[config.mk]
export PLATFORM = sky130hd
export DESIGN_NAME = fetch_unit
export DESIGN_NICKNAME = d
export VERILOG_FILES = /design/src/rtl/fetch_unit_pkg.sv /design/src/rtl/fetch_fifo.sv /design/src/rtl/fetch_unit.sv
export SDC_FILE = /design/constraint.sdc
export NUM_CORES = 1
export LEC_CHECK = 0
export BUFFER_PORTS_ARGS = -buffer_cell sky130_fd_sc_hd__buf_2
export CORE_UTILIZATION = 25
export DETAILED_ROUTE_END_ITERATION = 8
export GPL_ROUTABILITY_DRIVEN = 1
export SLEW_MARGIN = 20
export SYNTH_ARGS = -nofsm -noshare
export SYNTH_HDL_FRONTEND = slang
export SYNTH_HIERARCHICAL = 1
export SYNTH_SLANG_ARGS = --single-unit
export TNS_END_PERCENT = 10
[constraint.sdc]
create_clock -name clk -period 7.47 [get_ports clk]
set_input_delay 0.747 -clock clk [delete_from_list [all_inputs] [get_ports clk]]
set_output_delay 0.747 -clock clk [all_outputs]
set_load 0.02 [all_outputs]
[src/rtl/fetch_unit_pkg.sv]
// Shared types and constants for the instruction fetch stage.
// Used by fetch_unit and its buffering FIFO (fetch_fifo).
package fetch_unit_pkg;

  localparam int          INSTR_W = 32;
  localparam logic [31:0] PC_INCR = 32'd4;

  typedef enum logic {
    IDLE = 1'b0,
    REQ  = 1'b1
  } fetch_state_e;

  typedef struct packed {
    logic [31:0]        pc;
    logic [INSTR_W-1:0] instr;
  } fetch_entry_t;

  // Fetch addresses are always word aligned; the low two bits are dropped.
  function automatic logic [31:0] align_pc(input logic [31:0] pc);
    return pc & ~32'h3;
  endfunction

endpackage

[src/rtl/fetch_fifo.sv]
// Synchronous FIFO with flush, occupancy count and a ready/valid pop port.
// The head output holds its last presented value while the FIFO is empty.
module fetch_fifo #(
  parameter int DEPTH = 4,
  parameter int WIDTH = 64
) (
  input  logic                     clk,
  input  logic                     reset,
  input  logic                     flush_i,
  input  logic                     push_i,
  input  logic [WIDTH-1:0]         push_data_i,
  input  logic                     ready_i,
  output logic                     valid_o,
  output logic [WIDTH-1:0]         head_o,
  output logic [$clog2(DEPTH):0]   count_o
);

  localparam int PTR_W = $clog2(DEPTH);
  localparam logic [PTR_W-1:0] PTR_ONE = PTR_W'(1);
  localparam logic [PTR_W:0]   CNT_ONE = (PTR_W + 1)'(1);

  logic [WIDTH-1:0] mem_q [DEPTH];
  logic [PTR_W-1:0] wr_ptr_q, rd_ptr_q;
  logic [PTR_W:0]   count_q;
  logic [WIDTH-1:0] last_q;
  logic             pop;

  assign valid_o = (count_q != '0);
  assign pop     = valid_o & ready_i;
  assign count_o = count_q;
  assign head_o  = valid_o ? mem_q[rd_ptr_q] : last_q;

  // NOTE: storage is deliberately not reset; the count gates every read, so
  // stale contents are never presented and the array can map to plain RAM.
  always_ff @(posedge clk) begin
    if (push_i) begin
      mem_q[wr_ptr_q] <= push_data_i;
    end
  end

  // NOTE: all sequential state uses non-blocking assignments so every
  // register samples pre-edge values regardless of statement order.
  always_ff @(posedge clk) begin
    if (reset) begin
      wr_ptr_q <= '0;
      rd_ptr_q <= '0;
      count_q  <= '0;
      last_q   <= '0;
    end else begin
      if (valid_o) begin
        last_q <= mem_q[rd_ptr_q];
      end
      if (flush_i) begin
        wr_ptr_q <= '0;
        rd_ptr_q <= '0;
        count_q  <= '0;
      end else begin
        if (push_i) wr_ptr_q <= wr_ptr_q + PTR_ONE;
        if (pop)    rd_ptr_q <= rd_ptr_q + PTR_ONE;
        case ({push_i, pop})
          2'b10:   count_q <= count_q + CNT_ONE;
          2'b01:   count_q <= count_q - CNT_ONE;
          default: count_q <= count_q;
        endcase
      end
    end
  end

endmodule

[src/rtl/fetch_unit.sv]
// Instruction fetch stage: PC register, req/ack imem port, buffering FIFO.
// Define FETCH_STATS_EN to add saturating fetch/flush/drop counters.
module fetch_unit
  import fetch_unit_pkg::*;
#(
  parameter int          DEPTH    = 4,
  parameter logic [31:0] RESET_PC = 32'h0000_0000
) (
  input  logic        clk,
  input  logic        reset,
  output logic        imem_req,
  output logic [31:0] imem_addr,
  input  logic        imem_ack,
  input  logic [31:0] imem_rdata,
  input  logic        redirect_valid,
  input  logic [31:0] redirect_pc,
  output logic        inst_valid,
  input  logic        inst_ready,
  output logic [31:0] inst_data,
  output logic [31:0] inst_pc
`ifdef FETCH_STATS_EN
  ,
  output logic [31:0] stat_fetched,
  output logic [15:0] stat_flushes,
  output logic [15:0] stat_drops
`endif
);

  localparam int             CNT_W     = $clog2(DEPTH) + 1;
  localparam logic [CNT_W-1:0] DEPTH_CNT = CNT_W'(DEPTH);
  localparam logic [CNT_W-1:0] CNT_ONE   = CNT_W'(1);

  fetch_state_e     state_q;
  logic             req_q;
  logic [31:0]      addr_q;
  logic [31:0]      fetch_pc_q, fetch_pc_d;
  logic             drop_q, drop_d;

  logic             ack_fire, push, pop;
  logic [CNT_W-1:0] count, count_after;
  fetch_entry_t     push_entry, head_entry;

  assign imem_req  = req_q;
  assign imem_addr = addr_q;

  assign ack_fire = req_q & imem_ack;
  // A redirect in the ack cycle discards the returning word directly.
  assign push     = ack_fire & ~drop_q & ~redirect_valid;
  assign pop      = inst_valid & inst_ready;

  assign push_entry = '{pc: fetch_pc_q, instr: imem_rdata};

  // NOTE: every always_comb output gets a default first so no path can
  // leave it unassigned and infer a latch.
  always_comb begin
    count_after = count;
    fetch_pc_d  = fetch_pc_q;
    drop_d      = drop_q;

    if (redirect_valid) begin
      count_after = '0;
    end else begin
      case ({push, pop})
        2'b10:   count_after = count + CNT_ONE;
        2'b01:   count_after = count - CNT_ONE;
        default: count_after = count;
      endcase
    end

    if (redirect_valid) begin
      fetch_pc_d = align_pc(redirect_pc);
    end else if (push) begin
      fetch_pc_d = fetch_pc_q + PC_INCR;
    end

    // Only the single in-flight response can be stale, so drop is one bit.
    if (ack_fire) begin
      drop_d = 1'b0;
    end else if (redirect_valid && req_q) begin
      drop_d = 1'b1;
    end
  end

  always_ff @(posedge clk) begin
    if (reset) begin
      fetch_pc_q <= RESET_PC;
      drop_q     <= 1'b0;
    end else begin
      fetch_pc_q <= fetch_pc_d;
      drop_q     <= drop_d;
    end
  end

  // Request FSM; imem_req/imem_addr are registered here so neither inst_ready
  // nor imem_ack reaches them combinationally.
  always_ff @(posedge clk) begin
    if (reset) begin
      state_q <= IDLE;
      req_q   <= 1'b0;
      addr_q  <= RESET_PC;
    end else begin
      case (state_q)
        IDLE: begin
          if (count < DEPTH_CNT) begin
            state_q <= REQ;
            req_q   <= 1'b1;
            addr_q  <= fetch_pc_d;
          end
        end
        REQ: begin
          if (imem_ack) begin
            if (count_after < DEPTH_CNT) begin
              addr_q <= fetch_pc_d;
            end else begin
              state_q <= IDLE;
              req_q   <= 1'b0;
            end
          end
        end
        default: begin
          state_q <= IDLE;
          req_q   <= 1'b0;
        end
      endcase
    end
  end

  fetch_fifo #(
    .DEPTH (DEPTH),
    .WIDTH ($bits(fetch_entry_t))
  ) u_fifo (
    .clk         (clk),
    .reset       (reset),
    .flush_i     (redirect_valid),
    .push_i      (push),
    .push_data_i (push_entry),
    .ready_i     (inst_ready),
    .valid_o     (inst_valid),
    .head_o      (head_entry),
    .count_o     (count)
  );

  assign inst_pc   = head_entry.pc;
  assign inst_data = head_entry.instr;

`ifdef FETCH_STATS_EN
  logic [31:0] fetched_q;
  logic [15:0] flushes_q, drops_q;
  logic        drop_event;

  assign drop_event = ack_fire & (drop_q | redirect_valid);

  always_ff @(posedge clk) begin
    if (reset) begin
      fetched_q <= '0;
      flushes_q <= '0;
      drops_q   <= '0;
    end else begin
      if (push && (fetched_q != '1))           fetched_q <= fetched_q + 32'd1;
      if (redirect_valid && (flushes_q != '1)) flushes_q <= flushes_q + 16'd1;
      if (drop_event && (drops_q != '1))       drops_q   <= drops_q + 16'd1;
    end
  end

  assign stat_fetched = fetched_q;
  assign stat_flushes = flushes_q;
  assign stat_drops   = drops_q;
`endif

endmodule

# [Yosys cells after proc, flatten, opt, wreduce, memory -nomap -nowiden]
# Memories as Yosys holds them, arrays and structs flattened. A register that Yosys moved wholly into a read port is not among the register bits.
# Cells that the tools add are included.
[word_totals] latchBits=0 mem_bits_ro=0 regBits=138 ram_bits=256 in_bits=69 memories=1
[classes] addsub=5 mux=21 shift=0 magnitude_cmp=2 reduce_logical=6 n_bitwise=7 mul=0 div=0 n_eq_ne=6
[mem_list] name="u_fifo.mem_q" depth=4 word_bits=64 read_ports=1 rd_clocked_by_memory_dff=1 wr=1 line_no="fetch_fifo.sv:22" rtl="logic [WIDTH-1:0] mem_q [DEPTH];"
[ops] cell="2-to-1 mux 32 bit" n=5
[ops] cell="2-to-1 mux 64 bit" n=1
[ops] cell="case mux 32 bit (2 select lines)" n=1
[ops] cell="adder 32 x 3 -> 32 bit, second input constant" n=1
[ops] cell="2-to-1 mux 1 bit" n=8
[ops] cell="< comparator 3 bit, second input constant" n=2
[ops] cell="inequality test 2 bit, second input constant" n=3
[ops] cell="case mux 3 bit (2 select lines)" n=1
[ops] cell="AND reduction 3 bit" n=2
[ops] cell="adder 2 x 1 -> 2 bit, second input constant" n=2
[ops] cell="bitwise AND 1 bit" n=4
[ops] cell="2-to-1 mux 2 bit" n=2
[ops] cell="case mux 1 bit (2 select lines)" n=2
[ops] cell="OR reduction 2 bit" n=2
[ops] cell="adder 3 x 1 -> 3 bit, second input constant" n=1
[ops] cell="2-to-1 mux 3 bit" n=1
[ops] cell="inverter 1 bit" n=3
[ops] cell="nonzero test 3 bit" n=1
[ops] cell="subtractor 3 x 1 -> 3 bit, second input constant" n=1
[ops] cell="equality test 2 x 1 -> 1 bit, second input constant" n=1
[ops] cell="equality test 2 bit, second input constant" n=1
[ops] cell="inequality test 2 x 1 -> 1 bit, second input constant" n=1
[ops] cell="logical AND 1 bit" n=1

# [Depth between registers and ports, before layout]
[depth] depth_word=10 mapped_depth=13 depth_no_buf=10

# [Cells and area by module]
# The synthesis kept the hierarchy.
[by_module_without_submodules] module="fetch_fifo" cells_per_inst=589 area_per_inst_um2=12189.2 seq_area_each_um2=9148.8 instances=1
[by_module_without_submodules] module="fetch_unit" cells_per_inst=421 area_per_inst_um2=3554.7 seq_area_each_um2=1341.3 instances=1

# [Least setup slack after synthesis]
# Ideal clock, no wire load.
[synth_timing] kind="input-to-reg" start="input port redirect_valid" end="register addr_q[15] (netlist: imem_addr[15])" setup_ns=0.101 path_slack_ns=3.451 path_buffers=4 cell_stages=13 t_arrival_ns=3.918 path_cell_list="clkbuf_1 clkbuf_1 clkbuf_1 nor2_1 inv_1 ha_1 ha_1 a21oi_1 mux2i_1 mux2i_1 nand2_1 buf_2 o41ai_1"
[synth_between] elab_chain_len=8 elab_cells_between_ends=15 cone_classes="order compare: 1; eq/ne: 3; mux: 8; bitwise: 2; reduce/logical: 1"
[synth_lines] item="from (decl)" line_no="fetch_unit.sv:15" rtl="input logic redirect_valid,"
[synth_lines] item="inverter 1 bit *" line_no="fetch_unit.sv:48" rtl="assign push = ack_fire & ~drop_q & ~redirect_valid;"
[synth_lines] item="bitwise AND 1 bit *" line_no="fetch_unit.sv:48"
[synth_lines] item="net push" line_no="fetch_unit.sv:39" rtl="logic ack_fire, push, pop;"
[synth_lines] item="equality test 2 x 1 -> 1 bit / equality test 2 bit (equally long branches)" line_no="fetch_unit.sv:63" rtl="case ({push, pop})"
[synth_lines] item="case mux 3 bit (2 select lines)"
[synth_lines] item="2-to-1 mux 3 bit"
[synth_lines] item="< comparator 3 bit" line_no="fetch_unit.sv:112" rtl="if (count_after < DEPTH_CNT) begin"
[synth_lines] item="inequality test 2 x 1 -> 1 bit (no line)"
[synth_lines] item="AND reduction 3 bit (no line)"
[synth_lines] item="to (signal assigned)" line_no="fetch_unit.sv:107" rtl="addr_q <= fetch_pc_d;"
[synth_lines] item="to (signal assigned)" line_no="fetch_unit.sv:113" rtl="addr_q <= fetch_pc_d;"
[synth_lines] item="to (decl)" line_no="fetch_unit.sv:35" rtl="logic [31:0] addr_q;"
# Mark *: on every way through the listed nets, which the timed path passes. The rest lies on a longest branch. The select of a mux whose other input is x is not followed.
# A chain may end at the register's enable or synchronous reset.

==> out/metrics.csv <==
stage,metric,value,unit
clock_tree,cts repair resizes,0,
worst_hold_path,hold_sp,imem_rdata[15],
placed_design,gpl congestion,0.769,
critical_path,kind of critical path,reg -> out,
worst_hold_path,worst hold path type,in -> reg,
synthesis,Synth area leaders,"edfxtp_1 49%, dfxtp_1 18%, mux4_2 9.2%",
floorplanning,Core ar.,61900,um^2
route,DRC Markers,0,
critical_path,reg2reg setup slack,3450,ps
floorplanning,Rows,91,
timing,min Tclk post-route,4080,ps
cells_and_area,share of cells above drive strength 1,33.7,%
power,Max rail drop VDD,0.125,mV
synthesis,sequential fraction of the synthesis area,66.6,%
global_route,global-route wire length before repair,58000,um
timing,final setup TNS,0,ps
synthesis,Yosys Warn Count,6,
placed_design,Port Buffers,164,
critical_path,CP Max Fanout,33,
critical_path,worst path required time,6720,ps
critical_path,arrival time worst endpoint,3330,ps
cells_and_area,Antenna Cells,0,
timing,RSZ-0062 raised after global routing,no,
timing,worst clock skew,15.1,ps
route,drt pass-1 iters,5,
critical_path,reg2reg path depth,10,
clock_tree,Clock transition at path regs,60,ps
job,Max-Cap Viols,0,
global_route,initial antenna violation count,2,
synthesis,"count leader, synth",edfxtp_1,
timing,# setup viols final,0,
synthesis,#FFs+latches synth,396,
clock_tree,Hold Buf Count CTS,0,
floorplanning,io pins,167,
clock_tree,CTS Buf Count,45,
timing,Rel. slew slack,34.7,%
timing,worst slew pin tran,979,ps
route,post-DR wirelength/cell,18.9,um
route,via count,9158,
timing,pins over their slew limit,0,
critical_path,CP endpoint kind,output port,
route,Routed WL,38700,um
floorplanning,die width,253,um
cells_and_area,design area,18900,um^2
clock_tree,post-CTS setup buffers,0,
clock_tree,TritonCTS clock tree,yes,
global_route,largest net degree at the start of global routing,70,
route,DRT iter0 DRCs,627,
global_route,grt ovf,0,
synthesis,Synth area leader,edfxtp_1,
floorplanning,die height,253,um
route,Routed Antenna Nets,0,
synthesis,Yosys top cell area share,48.8,%
timing,Final Cycle Share,54.6,%
clock_tree,clk_lat worst skew,560,ps
clock_tree,CTS root buffer,clkbuf_16,
timing,Fin. Hold Viols,0,
critical_path,worst reg2reg path endpoint,imem_addr[8]$_SDFFE_PP0P_,
placed_design,Post-DP Area,17400,um^2
timing,final worst setup slack,3390,ps
global_route,Global Route Usage Sum,12.0,%
critical_path,launching point of the worst reg2reg path,imem_req$_SDFFE_PP0P_,
power,power per standard cell area,260,nW/um^2
global_route,vias in the first global route,9420,
power,P_leak,6.59,nW
synthesis,Netlist cell types,67,
outcome,status,"complete, no violations",
synthesis,prevailing post-synth register cell,edfxtp_1,
timing,Max Freq,245,MHz
power,Pwr Total,4.91,mW
clock_tree,htree depth,2,
route,via/cell ratio,4.48,
placed_design,Place WS,2900,ps
placed_design,DP HPWL,23700,um
worst_hold_path,worst hold stages,1,
synthesis,number of flops mapped to enable cells by yosys,256,
synthesis,Post-Synthesis Cells,1010,
cells_and_area,Layout area overhead,20.0,%
clock_tree,CTS Sinks,396,
synthesis,ys async rst share,0,%
worst_hold_path,Hold EP,u_fifo/mem_q[3][15]$_DFFE_PP_,
floorplanning,DIE AREA,64000,um^2
cells_and_area,Final #Nets,1248,
synthesis,Netlist Area Pre-Place,15700,um^2
clock_tree,Max Root-Sink Buffers,3,
critical_path,Startpoint Class,flop,
floorplanning,Initial Utilization,25.4,%
synthesis,syn nets,1088,
synthesis,syn avg cell area,15.6,um^2
synthesis,most common library cells after synthesis,"256 x edfxtp_1, 140 x dfxtp_1, 74 x nor2b_1",
[worst max-delay path by stage]
stage,startpoint,endpoint,slack (ps),cells past startpoint
2_1_floorplan,redirect_valid,imem_addr[15]$_SDFFE_PP0P_,3450,13
3_3_place_gp,redirect_valid,imem_addr[30]$_SDFFE_PP0P_,2970,10
3_5_place_dp,redirect_valid,imem_addr[30]$_SDFFE_PP0P_,2900,10
4_1_cts,flop,inst_pc[27],3230,4
5_1_grt,flop,inst_pc[31],3120,4
6_report,flop,inst_pc[27],3390,4
[state kept, by name (all words and copies together), names as in the netlist, named ones only]
| register | cells |
|---|---|
| fetch_pc_q | 32 |
| u_fifo/wr_ptr_q | 2 |
| u_fifo/last_q | 64 |
| u_fifo/count_o | 3 |
| u_fifo/mem_q | 256 |
| imem_req | 1 |
| imem_addr | 32 |
| state_q | 1 |
| drop_q | 1 |
| u_fifo/rd_ptr_q | 2 |
[report_power, final]
group,internal (mW),switching [mW]
logic,0.0902,0.142
clock network,1.36,0.894
registers,2.37,0.0436
total,3.83,1.08
[routing by layer]
layer  routed length (um)  track usage, %
met4                  803            3.34
met1                17900            16.2
met2                17700            19.0
met3                 2240            3.23
met5                    0               0
[layout by cell type, fill, tap and decap left out, types with 18 or more instances in the layout]
master / n
buf_2: 163
nor2b_1: 74
nand2_1: 23
o21ai_0: 22
nor3_1: 26
nor2_1: 42
mux2_2: 65
dfxtp_1: 138
inv_1: 21
a21oi_1: 18
nand3_1: 24
edfxtp_1: 256
mux4_2: 64
clkbuf_16: 46
[layout make-up]
type / count / area, um^2
Fill cell: 6157 / 43000
Sequential cell: 396 / 10500
Multi-Input combinational cell: 530 / 4820
Clock buffer: 66 / 1270
Tap cell: 837 / 1050
Timing Repair Buffer: 176 / 937
Clock inverter: 17 / 241
Inverter: 21 / 78.8
[logic make-up after synthesis]
logic type | share of synthesized area, %
flip-flops | 66.6
buffers and inverters | 2.88
AND/OR/NAND/NOR | 9.58
AO/OA/AOI/OAI | 5.33
XOR/XNOR | 0.501
multiplexers | 14.3
adder cells (fa/ha/maj) | 0.763
[metrics by stage]
| step | hold WS [ps] | cells | util (%) |
|---|---|---|---|
| floorplan | 452 | 1010 | - |
| global placement | 466 | 1959 | 28.0 |
| detailed placement | 461 | 1959 | 28.0 |
| CTS | 348 | 2042 | 30.5 |
| global route | 358 | 2043 | 30.5 |
| finish | 405 | 2043 | 30.5 |
[critical path, stage by stage (launching register included)]
cell     delay [ps]
dfxtp_4         840
buf_4           740
mux4_2          670
mux2_2          300
buf_2           170
(Power assumes the default switching activity.)
